===== config.mk =====
export PLATFORM = sky130hd
export DESIGN_NAME = request_fanout_bridge
export DESIGN_NICKNAME = d
export VERILOG_FILES = /design/src/rtl/bridge_req_pkg.sv /design/src/rtl/outstanding_ctr_bridge.sv /design/src/rtl/request_fanout_bridge.sv
export SDC_FILE = /design/constraint.sdc
export NUM_CORES = 1
export LEC_CHECK = 0
export ABC_AREA = 1
export ABC_CLOCK_PERIOD_IN_PS = 2400
export BUFFER_PORTS_ARGS = -buffer_cell sky130_fd_sc_hd__buf_2
export CAP_MARGIN = 20
export CORE_ASPECT_RATIO = 1.75
export CORE_MARGIN = 2
export CORE_UTILIZATION = 42
export DETAILED_ROUTE_END_ITERATION = 8
export HOLD_SLACK_MARGIN = 0.05
export PLACE_DENSITY = 0.77
export SYNTH_ARGS = -nofsm -noshare
export SYNTH_HDL_FRONTEND = slang
export SYNTH_SLANG_ARGS = --single-unit

===== constraint.sdc =====
create_clock -name clk -period 2.4 [get_ports clk]
set_clock_uncertainty 0.1 [all_clocks]
set_input_delay 0.36 -clock clk [delete_from_list [all_inputs] [get_ports clk]]
set_output_delay 0.36 -clock clk [all_outputs]
set_load 0.01 [all_outputs]

===== src/rtl/bridge_req_pkg.sv =====
// Shared types and sizing helpers for the request-side bridge.
package bridge_req_pkg;

  localparam int unsigned ADDR_W = 32;
  localparam int unsigned DATA_W = 32;
  localparam int unsigned BE_W   = DATA_W / 8;
  localparam int unsigned AUX_W  = 8;

  typedef struct packed {
    logic [ADDR_W-1:0] add;
    logic              wen;
    logic [DATA_W-1:0] wdata;
    logic [BE_W-1:0]   be;
    logic [AUX_W-1:0]  aux;
  } req_payload_t;

  function automatic int unsigned log_slave(input int unsigned n);
    return (n > 1) ? $clog2(n) : 1;
  endfunction

  function automatic int unsigned cnt_width(input int unsigned max_count);
    return $clog2(max_count + 1);
  endfunction

endpackage


===== src/rtl/outstanding_ctr_bridge.sv =====
// Saturating up/down in-flight counter; flags a decrement seen while empty.
module outstanding_ctr_bridge
  import bridge_req_pkg::*;
#(
  parameter int unsigned MAX_COUNT = 4,
  parameter int unsigned CNT_W     = cnt_width(MAX_COUNT)
) (
  input  logic             clk,
  input  logic             rst,
  input  logic             inc,
  input  logic             dec,
  output logic [CNT_W-1:0] cnt,
  output logic             err
);

  always_ff @(posedge clk) begin
    if (rst) begin
      cnt <= '0;
      err <= 1'b0;
    end else begin
      // err stays set until reset once an unmatched response is seen
      if (dec && (cnt == '0)) err <= 1'b1;
      case ({inc, dec})
        2'b10:   if (cnt != CNT_W'(MAX_COUNT)) cnt <= cnt + CNT_W'(1);
        2'b01:   if (cnt != '0) cnt <= cnt - CNT_W'(1);
        default: cnt <= cnt;
      endcase
    end
  end

endmodule


===== src/rtl/request_fanout_bridge.sv =====
// Routes one master request channel to N_SLAVE targets through a registered
// stage, limiting in-flight requests and holding target switches until drained.
module request_fanout_bridge
  import bridge_req_pkg::*;
#(
  parameter int unsigned N_SLAVE         = 16,
  parameter int unsigned ADDR_WIDTH      = ADDR_W,
  parameter int unsigned DATA_WIDTH      = DATA_W,
  parameter int unsigned BE_WIDTH        = DATA_WIDTH / 8,
  parameter int unsigned AUX_WIDTH       = AUX_W,
  parameter int unsigned ROUTE_LSB       = 2,
  parameter int unsigned MAX_OUTSTANDING = 4
) (
  input  logic                 clk,
  input  logic                 rst,
  input  logic                 data_req_i,
  input  logic [ADDR_WIDTH-1:0] data_add_i,
  input  logic                 data_wen_i,
  input  logic [DATA_WIDTH-1:0] data_wdata_i,
  input  logic [BE_WIDTH-1:0]  data_be_i,
  input  logic [AUX_WIDTH-1:0] data_aux_i,
  output logic                 data_gnt_o,
  input  logic                 data_r_valid_i,
  output logic [N_SLAVE-1:0]   data_req_o,
  output logic [ADDR_WIDTH-1:0] data_add_o,
  output logic                 data_wen_o,
  output logic [DATA_WIDTH-1:0] data_wdata_o,
  output logic [BE_WIDTH-1:0]  data_be_o,
  output logic [AUX_WIDTH-1:0] data_aux_o,
  input  logic [N_SLAVE-1:0]   data_gnt_i,
  output logic [cnt_width(MAX_OUTSTANDING)-1:0] outstanding_o,
  output logic                 err_unexp_rsp_o
);

  localparam int unsigned LOG_SLAVE = log_slave(N_SLAVE);
  localparam int unsigned CNT_W     = cnt_width(MAX_OUTSTANDING);

  typedef struct packed {
    logic [ADDR_WIDTH-1:0] add;
    logic                  wen;
    logic [DATA_WIDTH-1:0] wdata;
    logic [BE_WIDTH-1:0]   be;
    logic [AUX_WIDTH-1:0]  aux;
  } payload_t;

  logic                 out_valid;
  logic [LOG_SLAVE-1:0] out_tgt;
  logic [LOG_SLAVE-1:0] last_tgt;
  payload_t             out_pl;
  logic [CNT_W-1:0]     cnt;

  logic [LOG_SLAVE-1:0] tgt_in;
  logic                 out_fire;
  logic                 can_load;
  logic                 allowed;
  logic                 accept;

  assign tgt_in   = data_add_i[ROUTE_LSB +: LOG_SLAVE];
  assign out_fire = out_valid & data_gnt_i[out_tgt];
  assign can_load = !out_valid | out_fire;
  // Same-target-only while busy keeps responses returning in request order
  assign allowed  = (cnt < CNT_W'(MAX_OUTSTANDING)) & ((cnt == '0) | (tgt_in == last_tgt));
  assign accept   = data_req_i & can_load & allowed & !rst;

  assign data_gnt_o = accept;

  // Output stage: loads on accept, empties when the selected target grants
  always_ff @(posedge clk) begin
    if (rst) begin
      out_valid <= 1'b0;
      out_tgt   <= '0;
      last_tgt  <= '0;
      out_pl    <= '0;
    end else if (accept) begin
      out_valid    <= 1'b1;
      out_tgt      <= tgt_in;
      last_tgt     <= tgt_in;
      out_pl.add   <= data_add_i;
      out_pl.wen   <= data_wen_i;
      out_pl.wdata <= data_wdata_i;
      out_pl.be    <= data_be_i;
      out_pl.aux   <= data_aux_i;
    end else if (out_fire) begin
      out_valid <= 1'b0;
    end
  end

  always_comb begin
    data_req_o          = '0;
    data_req_o[out_tgt] = out_valid;
  end

  assign data_add_o   = out_pl.add;
  assign data_wen_o   = out_pl.wen;
  assign data_wdata_o = out_pl.wdata;
  assign data_be_o    = out_pl.be;
  assign data_aux_o   = out_pl.aux;

  outstanding_ctr_bridge #(
    .MAX_COUNT (MAX_OUTSTANDING),
    .CNT_W     (CNT_W)
  ) u_ctr (
    .clk (clk),
    .rst (rst),
    .inc (accept),
    .dec (data_r_valid_i),
    .cnt (cnt),
    .err (err_unexp_rsp_o)
  );

  assign outstanding_o = cnt;

endmodule


==> impl_metrics.yaml <==
clock_network:
  cts.sinks: 82
  hold_buffers: 0
  ctsHtreeMaxLevel: 3
  cts_made_buffers: 9
  path_clk_slew_ns: 0.06
  root_buffer: "clkbuf_16"
  cts_tree: "yes"
  clkLatencyLatePin_ns: 0.33
  clk_path_buf_depth: 2
setup_path:
  crit_buf_inv: 1
  critPathRequiredTime_ns: 2.56
  slowest_stage: "dfxtp_4"
  cp_cell_sequence: "buf_6, xor2_1, nor2_1, nand2_1, a21oi_4, nand2_2, ha_4, xor2_2, ha_2, a21oi_2, xor2_1, nor2_1, o21ai_1, a21oi_1"
  crit_family: "simple AND/OR/NAND/NOR gates"
  crit_path_end_kind: "flip-flop"
  criticalPathCategory: "flip-flop to flip-flop"
  critPathMaxStageDelay_ns: 0.37
  arrival_ns: 2.69
  cp-start-kind: "flip-flop"
  cp_max_fo: 6
pwr:
  p_sw_w: 0.00167
  cell_internal_pwr_w: 0.00346
  p_sw_share_pct: 32.5
  seqPwrFrac_pct: 35.5
  clkPwrFrac_pct: 31.9
  power.leakage_nw: 3.10
  comb_power_share_pct: 32.6
  p_per_area_nw_per_um2: 930
  ir_drop_mv: 0.589
detailed_routing:
  met1_length_um: 4070
  drt_iter0_markers: 242
  wl_um: 10700
  via_per_inst: 4.67
  routedWlPerCell_um: 11.4
  routed-via-count: 4363
  met3_length_um: 761
  routed-wl-met2_um: 5600
  dr.max_layer_used: "met4"
  route.detailed.drc: 0
  firstDrtPassIters: 5
  ant_nets: 0
run:
  drv_cap: 0
finish:
  fin_nets: 906
  final_cell_mix: "buf_2 (193), nand2_1 (119), nor2_1 (103)"
  drive_gt1_share_pct: 29.5
  synthToLayoutAreaGrowth_pct: 33.3
  n_antenna_cell: 0
  final_common_cell: "buf_2"
  fill_cells: 999
  instances_no_fill: 934
timing:
  fmax_mhz: 395
  drv_slew: 0
  rsz0062_at_grt: "yes"
  worst_pin_slew_ns: 0.851
  max_slew_margin_pct: 43.2
  fin_crit_ns: 2.53
  min_period_over_period_pct: 105
  finalSetupViolations: 1
  holdWs_ns: 0.119
  hold_viol: 0
  setup_slack_ns: -0.129
floorplan:
  die_area_um2: 10700
  dieHeight_um: 135
  core_area_um2: 9730
  num_rows: 48
  die_w_um: 79.1
  start_util_pct: 42.6
  ioPinCount: 195
grt:
  antenna_found_initial: 0
  grt_pass1_wl_um: 17000
  grt_use_total_pct: 19.7
  gr-total-overflow: 0
  grt_pass1_vias: 3774
  grt_max_degree: 106
min_path:
  worstHoldPathType: "input pin to flip-flop"
synth:
  synthCells: 625
  seq_area_frac_synth_pct: 39.6
  synthDistinctLibCells: 19
  ys_seq_elements: 82
  synth.net_count: 726
  synth-warning-count: 0
  syn_area_per_cell_um2: 6.62
  synth_area_um2: 4140
placement:
  dp_hpwl_um: 7370
  port_buffers: 194
  gp_congestion: 0.802
  place_inst: 913
run_status:
  status: "complete, but fails checks"
  violations: "negative setup slack"
path summary, 6_finish.rpt:
| path | start | to | slack (ns) | cells past startpoint |
|---|---|---|---|---|
| setup / recovery | last_tgt[0] | u_ctr.cnt[2] | -0.13 | 14 |
| hold / removal | rst | out_valid | 0.12 | 2 |
| setup reg to reg | last_tgt[0] | u_ctr.cnt[2] | -0.13 | 14 |
| hold reg to reg | data_wdata_o[4] | data_wdata_o[4] | 0.38 | 2 |
synthesized netlist by cell type (all sizes together):
cell type	count	share of area, %
clkbuf	2	0.18
xor2	6	1.3
inv	91	8.3
nand3b	1	0.18
nor2	104	9.4
a21oi	83	10
o21a	1	0.18
o21ai	2	0.24
nand2	121	11
buf	42	7.9
ha	4	1.2
nand4	1	0.15
dfxtp	82	40
nand3	85	10
per-stage QoR:
step	TNS (ns)	instance area (µm²)	util, %	power [W]	worst slack (ns)
5_1_grt	-0.371	5520	56.7	0.00549	-0.268
3_5_place_dp	0	5080	52.2	0.00347	0.00715
3_3_place_gp	0	5080	52.2	0.00344	0.0280
2_1_floorplan	0	4150	-	0.00299	0.00862
6_report	-0.129	5520	56.7	0.00513	-0.129
4_1_cts	0	5460	56.1	0.00514	0.00353
worst reg2reg max path: cells and delay by family (launching register included):
kind | cells | cell delay (ns)
DFF | 1 | 0.37
and+or+nand+nor | 4 | 0.58
xor gates and xnor gates | 3 | 0.44
adders and majority gates | 2 | 0.37
AOI/OAI and AO/OA | 4 | 0.48
buffers and inverters | 1 | 0.13
cell families (layout without fill, tap and decap cells):
logic type | Yosys count | after routing | share of synthesized area, %
AND/OR/NAND/NOR | 312 | 312 | 31.1
flip-flops | 82 | 82 | 39.6
buffers and inverters | 135 | 319 | 16.3
AO/OA/AOI/OAI | 86 | 86 | 10.5
adder cells (fa/ha/maj) | 4 | 4 | 1.21
XOR/XNOR | 6 | 6 | 1.27
final cells by class:
type / count / area (µm²) / share of cell area, %
multi-input cells: 408 / 1870 / 33.9
flip-flops and latches: 82 / 1650 / 29.8
clock inverters: 5 / 128 / 2.31
repair buffers: 213 / 1150 / 20.8
clock buffers: 10 / 229 / 4.15
inverters: 91 / 342 / 6.19
well taps: 125 / 156 / 2.83
sequential cells by signal, indices dropped and copies added, names as in the netlist:
signal	count
u_ctr.cnt	3
out_valid	1
u_ctr.err	1
last_tgt	3
data_add_o	29
data_be_o	4
data_wen_o	1
data_wdata_o	32
data_aux_o	8
what timing repair did:
item / 4_1_cts / 5_1_grt
endpoints found under the setup margin: 1 / 2
endpoints found under the hold margin: 0 / 0
resized for setup: 3 / 10
setup buffers: 3 / 3
pin swaps: 1 / 9
per-layer routing:
metal,GRT usage [%],vias to the layer above
met5,0,-
met4,8.62,0
met3,4.33,15
met2,34.9,143
met1,22.4,1908
li1,-,2297
power by group through the flow:
stage / registers (W) / logic, W / clock network, W
2_1_floorplan: 0.00195 / 0.00104 / 0
3_3_place_gp: 0.00184 / 0.00161 / 0
3_5_place_dp: 0.00185 / 0.00162 / 0
4_1_cts: 0.00182 / 0.00165 / 0.00167
5_1_grt: 0.00186 / 0.00190 / 0.00173
6_report: 0.00182 / 0.00167 / 0.00164
No activity file was read; power rests on OpenSTA's default activity.
